## src/rtl/channel_bank_pkg.sv

```systemverilog
// rtl/channel_bank_pkg.sv - shared constants for the channel bank
//
// Purpose: address width and well-known channel numbers shared by the
// commit stage and the channel register file.
//   CHANNEL_ADDR_WIDTH : width of every channel address port
//   SAMPLE_IN_CHANNEL  : channel fed by the sample input path
//   OUT_CHANNEL        : default channel latched as the per-sample output
package channel_bank_pkg;

  localparam int CHANNEL_ADDR_WIDTH = 4;
  localparam int SAMPLE_IN_CHANNEL  = 0;
  localparam int OUT_CHANNEL        = 1;

endpackage

```

## src/rtl/acc_saturate.sv

```systemverilog
// rtl/acc_saturate.sv - arithmetic right shift plus signed clamp of the accumulator
//
// Purpose: purely combinational readout path; the caller registers sat_val.
// Ports:
//   acc_val : in  2*data_width  accumulator value (two's complement)
//   shift   : in  5             arithmetic right shift amount
//   sat_val : out data_width    shifted value clamped to the signed data_width range
module acc_saturate #(
  parameter int data_width = 16
) (
  input  logic [2*data_width-1:0] acc_val,
  input  logic [4:0]              shift,
  output logic [data_width-1:0]   sat_val
);

  localparam int AW = 2 * data_width;

  logic signed [AW-1:0] shifted;

  always_comb begin
    shifted = $signed(acc_val) >>> shift;
    // The value fits in data_width bits only when every bit from the
    // data_width sign position upward equals the overall sign bit.
    if (!shifted[AW-1] && (|shifted[AW-2:data_width-1])) begin
      sat_val = {1'b0, {(data_width-1){1'b1}}};
    end else if (shifted[AW-1] && !(&shifted[AW-2:data_width-1])) begin
      sat_val = {1'b1, {(data_width-1){1'b0}}};
    end else begin
      sat_val = shifted[data_width-1:0];
    end
  end

endmodule

```

## src/rtl/channel_bank.sv

```systemverilog
// rtl/channel_bank.sv - channel register file and MAC accumulator behind the commit stage
//
// Purpose: holds the 16 channel registers and the double-width accumulator,
// serves two registered write-first read ports, a registered shifted and
// saturated accumulator readout, and latches the output channel per sample.
// Ports:
//   clk, reset                : clock, synchronous active-high reset
//   enable                    : gates writes, accumulator and sample capture
//   sample_tick               : one-cycle sample strobe
//   channel_write_*           : channel write address / data / strobe
//   accumulator_write_*       : accumulator operand / strobe
//   accumulator_add_enable    : 1 = accumulate, 0 = load
//   read_addr_a/b, read_val_a/b : registered read ports
//   acc_shift, acc_sat        : readout shift and registered saturated result
//   acc_raw                   : accumulator register
//   acc_overflow              : sticky signed overflow of accumulate
//   sample_out(_valid)        : latched output sample and its one-cycle pulse
module channel_bank
  import channel_bank_pkg::*;
#(
  parameter int data_width  = 16,
  parameter int n_channels  = 16,
  parameter int out_channel = OUT_CHANNEL
) (
  input  logic                          clk,
  input  logic                          reset,
  input  logic                          enable,
  input  logic                          sample_tick,
  input  logic [CHANNEL_ADDR_WIDTH-1:0] channel_write_addr,
  input  logic [data_width-1:0]         channel_write_val,
  input  logic                          channel_write_enable,
  input  logic [2*data_width-1:0]       accumulator_write_val,
  input  logic                          accumulator_write_enable,
  input  logic                          accumulator_add_enable,
  input  logic [CHANNEL_ADDR_WIDTH-1:0] read_addr_a,
  input  logic [CHANNEL_ADDR_WIDTH-1:0] read_addr_b,
  output logic [data_width-1:0]         read_val_a,
  output logic [data_width-1:0]         read_val_b,
  input  logic [4:0]                    acc_shift,
  output logic [2*data_width-1:0]       acc_raw,
  output logic [data_width-1:0]         acc_sat,
  output logic                          acc_overflow,
  output logic [data_width-1:0]         sample_out,
  output logic                          sample_out_valid
);

  localparam int AW = 2 * data_width;
  localparam logic [CHANNEL_ADDR_WIDTH-1:0] OUT_IDX = CHANNEL_ADDR_WIDTH'(out_channel);

  logic [data_width-1:0] ch_q [n_channels];
  logic [data_width-1:0] ch_d [n_channels];
  logic [AW-1:0]         acc_q, acc_d;
  logic                  acc_overflow_q, acc_overflow_d;
  logic [data_width-1:0] read_val_a_q, read_val_a_d;
  logic [data_width-1:0] read_val_b_q, read_val_b_d;
  logic [data_width-1:0] acc_sat_q, acc_sat_d;
  logic [data_width-1:0] sample_out_q, sample_out_d;
  logic                  sample_out_valid_q, sample_out_valid_d;

  logic                  ch_wr;
  logic                  acc_wr;
  logic [AW-1:0]         acc_sum;
  logic [data_width-1:0] sat_val;

  assign ch_wr   = enable && channel_write_enable;
  assign acc_wr  = enable && accumulator_write_enable;
  assign acc_sum = acc_q + accumulator_write_val;

  // Saturation works on the post-update accumulator so acc_sat lines up
  // with acc_raw on the cycle after the strobe.
  acc_saturate #(
    .data_width(data_width)
  ) u_acc_saturate (
    .acc_val(acc_d),
    .shift  (acc_shift),
    .sat_val(sat_val)
  );

  always_comb begin
    ch_d = ch_q;
    if (ch_wr) begin
      ch_d[channel_write_addr] = channel_write_val;
    end

    acc_d          = acc_q;
    acc_overflow_d = acc_overflow_q;
    if (acc_wr) begin
      if (accumulator_add_enable) begin
        acc_d = acc_sum;
        // Same-sign operands producing an opposite-sign result wrapped.
        if ((acc_q[AW-1] == accumulator_write_val[AW-1]) &&
            (acc_sum[AW-1] != acc_q[AW-1])) begin
          acc_overflow_d = 1'b1;
        end
      end else begin
        acc_d = accumulator_write_val;
      end
    end

    acc_sat_d = sat_val;

    // Write-first: a same-edge write to the read address wins.
    read_val_a_d = (ch_wr && channel_write_addr == read_addr_a) ?
                   channel_write_val : ch_q[read_addr_a];
    read_val_b_d = (ch_wr && channel_write_addr == read_addr_b) ?
                   channel_write_val : ch_q[read_addr_b];

    // Capture sees the pre-edge channel value, never the bypass.
    sample_out_d       = sample_out_q;
    sample_out_valid_d = 1'b0;
    if (enable && sample_tick) begin
      sample_out_d       = ch_q[OUT_IDX];
      sample_out_valid_d = 1'b1;
    end
  end

  always_ff @(posedge clk) begin
    if (reset) begin
      for (int i = 0; i < n_channels; i++) begin
        ch_q[i] <= '0;
      end
      acc_q              <= '0;
      acc_overflow_q     <= 1'b0;
      acc_sat_q          <= '0;
      read_val_a_q       <= '0;
      read_val_b_q       <= '0;
      sample_out_q       <= '0;
      sample_out_valid_q <= 1'b0;
    end else begin
      ch_q               <= ch_d;
      acc_q              <= acc_d;
      acc_overflow_q     <= acc_overflow_d;
      acc_sat_q          <= acc_sat_d;
      read_val_a_q       <= read_val_a_d;
      read_val_b_q       <= read_val_b_d;
      sample_out_q       <= sample_out_d;
      sample_out_valid_q <= sample_out_valid_d;
    end
  end

  assign read_val_a       = read_val_a_q;
  assign read_val_b       = read_val_b_q;
  assign acc_raw          = acc_q;
  assign acc_sat          = acc_sat_q;
  assign acc_overflow     = acc_overflow_q;
  assign sample_out       = sample_out_q;
  assign sample_out_valid = sample_out_valid_q;

endmodule
```

## config.mk

```make
export PLATFORM = sky130hd
export DESIGN_NAME = channel_bank
export DESIGN_NICKNAME = d
export VERILOG_FILES = /design/src/rtl/channel_bank_pkg.sv /design/src/rtl/acc_saturate.sv /design/src/rtl/channel_bank.sv
export SDC_FILE = /design/constraint.sdc
export NUM_CORES = 1
export LEC_CHECK = 0
export ABC_AREA = 0
export BUFFER_PORTS_ARGS = -buffer_cell sky130_fd_sc_hd__buf_2
export CORE_ASPECT_RATIO = 0.8
export CORE_MARGIN = 2
export CORE_UTILIZATION = 40
export CTS_CLUSTER_SIZE = 25
export DETAILED_ROUTE_END_ITERATION = 8
export HOLD_SLACK_MARGIN = 0.05
export PLACE_DENSITY_LB_ADDON = 0.25
export SETUP_SLACK_MARGIN = 0.5
export SLEW_MARGIN = 5
export SYNTH_ARGS = -nofsm -noshare
export SYNTH_HDL_FRONTEND = slang
export SYNTH_HIERARCHICAL = 1
export SYNTH_SLANG_ARGS = --single-unit
```

## constraint.sdc

```tcl
create_clock -name clk -period 7.39 [get_ports clk]
set_input_delay 1.8475 -clock clk [delete_from_list [all_inputs] [get_ports clk]]
set_output_delay 1.8475 -clock clk [all_outputs]
set_load 0.02 [all_outputs]
```

==> impl_metrics.env <==
export IMPL_status="finished clean"
export IMPL_tritoncts="yes"
export IMPL_netlist_area_um2=20870
export IMPL_synth_warnings=6
export IMPL_wirelength_um=73560
export IMPL_path_common_cell="a21oi_1"
export IMPL_period_minus_slack_ns=6.430
export IMPL_grt_first_pass_wirelength_um=110200
export IMPL_clk_pin_slew_worst_paths_ns=0.06
export IMPL_finalCritPeriodShare_pct=87.01
export IMPL_drt_iter0_markers=2473
export IMPL_async_reset_ff_share_pct=0
export IMPL_io_pins=170
export IMPL_syn_area_per_cell_um2=8.776
export IMPL_worst_slew_pin_slew_ns=1.276
export IMPL_synth_top_flop_cell="dfxtp_1"
export IMPL_slew_headroom_pct=14.83
export IMPL_setup_viol=0
export IMPL_syn2layout_area_growth_pct=12.32
export IMPL_skew_ns=0.01847
export IMPL_cts_sinks=354
export IMPL_yosysTopAreaCell="dfxtp_1"
export IMPL_vias=18910
export IMPL_clock_path_buffers=3
export IMPL_reg2reg_depth=18
export IMPL_grt_setup_unrepaired="false"
export IMPL_crit_type="input port to register"
export IMPL_synth_seq_area_share_pct=33.96
export IMPL_final_cell_mix="659 x nand2_1, 354 x dfxtp_1, 334 x a21oi_1"
export IMPL_wl_per_cell_um=23.52
export IMPL_finalMaxSlewViolations=0
export IMPL_timing_hold_ws_ns=0.4518
export IMPL_max_cap_violations=0
export IMPL_layout_commonest_cell="nand2_1"
export IMPL_gp_congestion=0.9468
export IMPL_p_int_w=0.003533
export IMPL_synth_top_area_share_pct=33.96
export IMPL_die_h_um=208.3
export IMPL_first_pass_iters=7
export IMPL_syn_inst=2378
export IMPL_via_per_inst=6.046
export IMPL_p_clk_share_pct=43.2
export IMPL_htree_levels=2
export IMPL_r2r_end="acc_sat[14]"
export IMPL_grt_ovfl_total=0
export IMPL_worst_path_buf_inv=2
export IMPL_drc=0
export IMPL_switching_power_w=0.001420
export IMPL_holdPathEnd="sample_out[7]"
export IMPL_r2r_slack_ns=2.02
export IMPL_nets=2511
export IMPL_layout_drive_gt1_share_pct=20.30
export IMPL_ys_types=79
export IMPL_final_setup_tns_ns=0
export IMPL_seq_power_share_pct=39.8
export IMPL_swShare_pct=28.67
export IMPL_critPathArrivalTime_ns=6.93
export IMPL_synth_edff_count=0
export IMPL_synth_seq_cells=354
export IMPL_cts_buffers=41
export IMPL_power_density_nw_per_um2=211.3
export IMPL_grt_pass1_vias=17480
export IMPL_hp_start="sample_out[7]"
export IMPL_critical_path_startpoint_type="input port"
export IMPL_syn_num_nets=2482
export IMPL_hold_depth=2
export IMPL_slowest_stage="a41o_1"
export IMPL_hpwlAfterDp_um=50120
export IMPL_hold_violations=0
export IMPL_postCtsSetupRepairBufs=0
export IMPL_worstSetupPathDepth=19
export IMPL_num_rows=74
export IMPL_io_buffers=169
export IMPL_crit_fanout=15
export IMPL_crit_family="compound AO/OA/AOI/OAI gates"
export IMPL_postRouteAntennaNets=0
export IMPL_hold_path_class="register to register"
export IMPL_max_freq_mhz=155.5
export IMPL_power_leakage_nw=8.649
export IMPL_grt_use_total_pct=26.73
export IMPL_combinationalPowerShare_pct=17.1
export IMPL_max_stage_delay_ns=0.55
export IMPL_dieArea_um2=54030
export IMPL_grt_max_degree=112
export IMPL_critPathCaptureType="register"
export IMPL_synth_area_top_cells="dfxtp_1 34%, mux4_2 21%, nand2_1 12%, a21oi_1 8.0%, mux2i_1 3.9%"
export IMPL_clk_latency_ns=0.58
export IMPL_cts_resized_gates=0
export IMPL_core_area_um2=51290
export IMPL_start_util_pct=40.68
export IMPL_path_cells="buf_2, ha_1, fa_1, a21oi_1, o211ai_1, nand4b_1, nand2_1, a21oi_1, o221ai_2, xnor2_1, a211oi_1, buf_4, mux2i_1, mux2_2, mux4_2, nor4_1, a41o_1, o311a_1, nor2b_1"
export IMPL_r2r_start="acc_raw[0]"
export IMPL_root_buffer="clkbuf_16"
export IMPL_worst_endpoint_required_ns=7.89
export IMPL_antenna_found_initial=10
export IMPL_ir_drop_v=0.0001328
export IMPL_fp_dieW_um=259.4
export IMPL_ctsHoldBuffers=0
[layer usage]
metal  GRT usage [%]  share of wire [%]  vias up
li1                -                  -     8551
met1           40.42                 45     9140
met2           36.12                 40     1050
met3           7.931                 12      156
met4           8.165                2.6       10
met5               0              0.088        -
[synth_stat cells, types with 4 or more instances]
library cell	n
buf_1	7
nand3_1	19
a31oi_1	15
o22ai_1	4
nand2_1	659
o21ai_0	41
ha_1	31
o21ai_1	14
nor3b_1	5
and2_1	7
o311a_1	5
o311ai_0	4
mux4_2	192
a211oi_1	20
xor2_1	7
o21bai_1	4
or3_1	9
a21oi_1	334
o21a_1	8
mux2i_1	82
nand2b_1	8
clkbuf_1	167
o211ai_1	15
xnor2_1	23
nor2_1	118
a21o_1	19
buf_2	32
dfxtp_1	354
nand4_1	6
nor3_1	20
inv_1	14
and3_1	8
mux2_2	10
nor2b_1	43
[cells by family after synthesis]
logic type	after synthesis	synth area share [%]
buffers and inverters	227	4.437
XOR/XNOR	30	1.259
AO/OA/AOI/OAI	531	14.89
flip-flops	354	33.96
AND/OR/NAND/NOR	918	18.13
multiplexers	286	25.37
adder cells (fa/ha/maj)	32	1.955
[how the worst max path moves through the flow]
stage,start,to,slack (ns)
after floorplan,accumulator_write_val[0],acc_sat[9],1.42
after global placement,accumulator_write_val[0],acc_sat[12],0.59
after detailed placement,accumulator_write_val[0],acc_sat[7],0.55
after CTS,accumulator_write_val[0],acc_sat[7],1.11
after global routing,accumulator_write_val[0],acc_sat[7],0.73
final,accumulator_write_val[0],acc_sat[14],0.96
[metrics by stage]
| stage | power [W] | setup WS, ns | utilization (%) | area [um^2] | std cells |
|---|---|---|---|---|---|
| global placement | 0.002833 | 0.5889 | 42.92 | 22010 | 3048 |
| detailed placement | 0.002837 | 0.5464 | 42.92 | 22010 | 3048 |
| floorplan | 0.002597 | 1.422 | - | 20870 | 2378 |
| global route | 0.005116 | 0.7280 | 45.70 | 23440 | 3127 |
| CTS | 0.004961 | 1.114 | 45.68 | 23430 | 3123 |
| finish | 0.004954 | 0.9600 | 45.70 | 23440 | 3127 |
[cell type report]
cell class | count | area [um^2]
diodes | 4 | 10.01
flip-flops and latches | 354 | 7087
inverters | 15 | 56.30
clock buffers | 58 | 1202
multi-input cells | 1797 | 12930
clock inverters | 17 | 214.0
repair buffers | 198 | 1084
fillers | 4922 | 27850
well taps | 684 | 855.8
[power groups by stage]
stage / logic (W) / registers [W] / clock network [W]
after CTS: 0.000829 / 0.00197 / 0.00216
after floorplan: 0.000563 / 0.00203 / 0
final: 0.000845 / 0.00197 / 0.00214
after global placement: 0.000823 / 0.00201 / 0
after global routing: 0.000906 / 0.00197 / 0.00224
after detailed placement: 0.000825 / 0.00201 / 0
[worst reg2reg max path, delay by kind of cell (launching register included)]
family                   cells  cell delay, ns
AO/OA/AOI/OAI                7            2.08
XOR/XNOR                     1            0.17
adder cells (fa/ha/maj)      2            0.63
buffers and inverters        1            0.21
flip-flops                   1            0.33
multiplexers                 3            0.90
AND/OR/NAND/NOR              4            0.98
[flip-flops by register name (all words and copies together), names as in the netlist]
register,count
read_val_b,16
acc_overflow,1
sample_out,16
read_val_a,16
acc_sat,16
sample_out_valid,1
acc_raw,32
ch_q,256
Note: power is estimated with default switching activity, not from simulation.
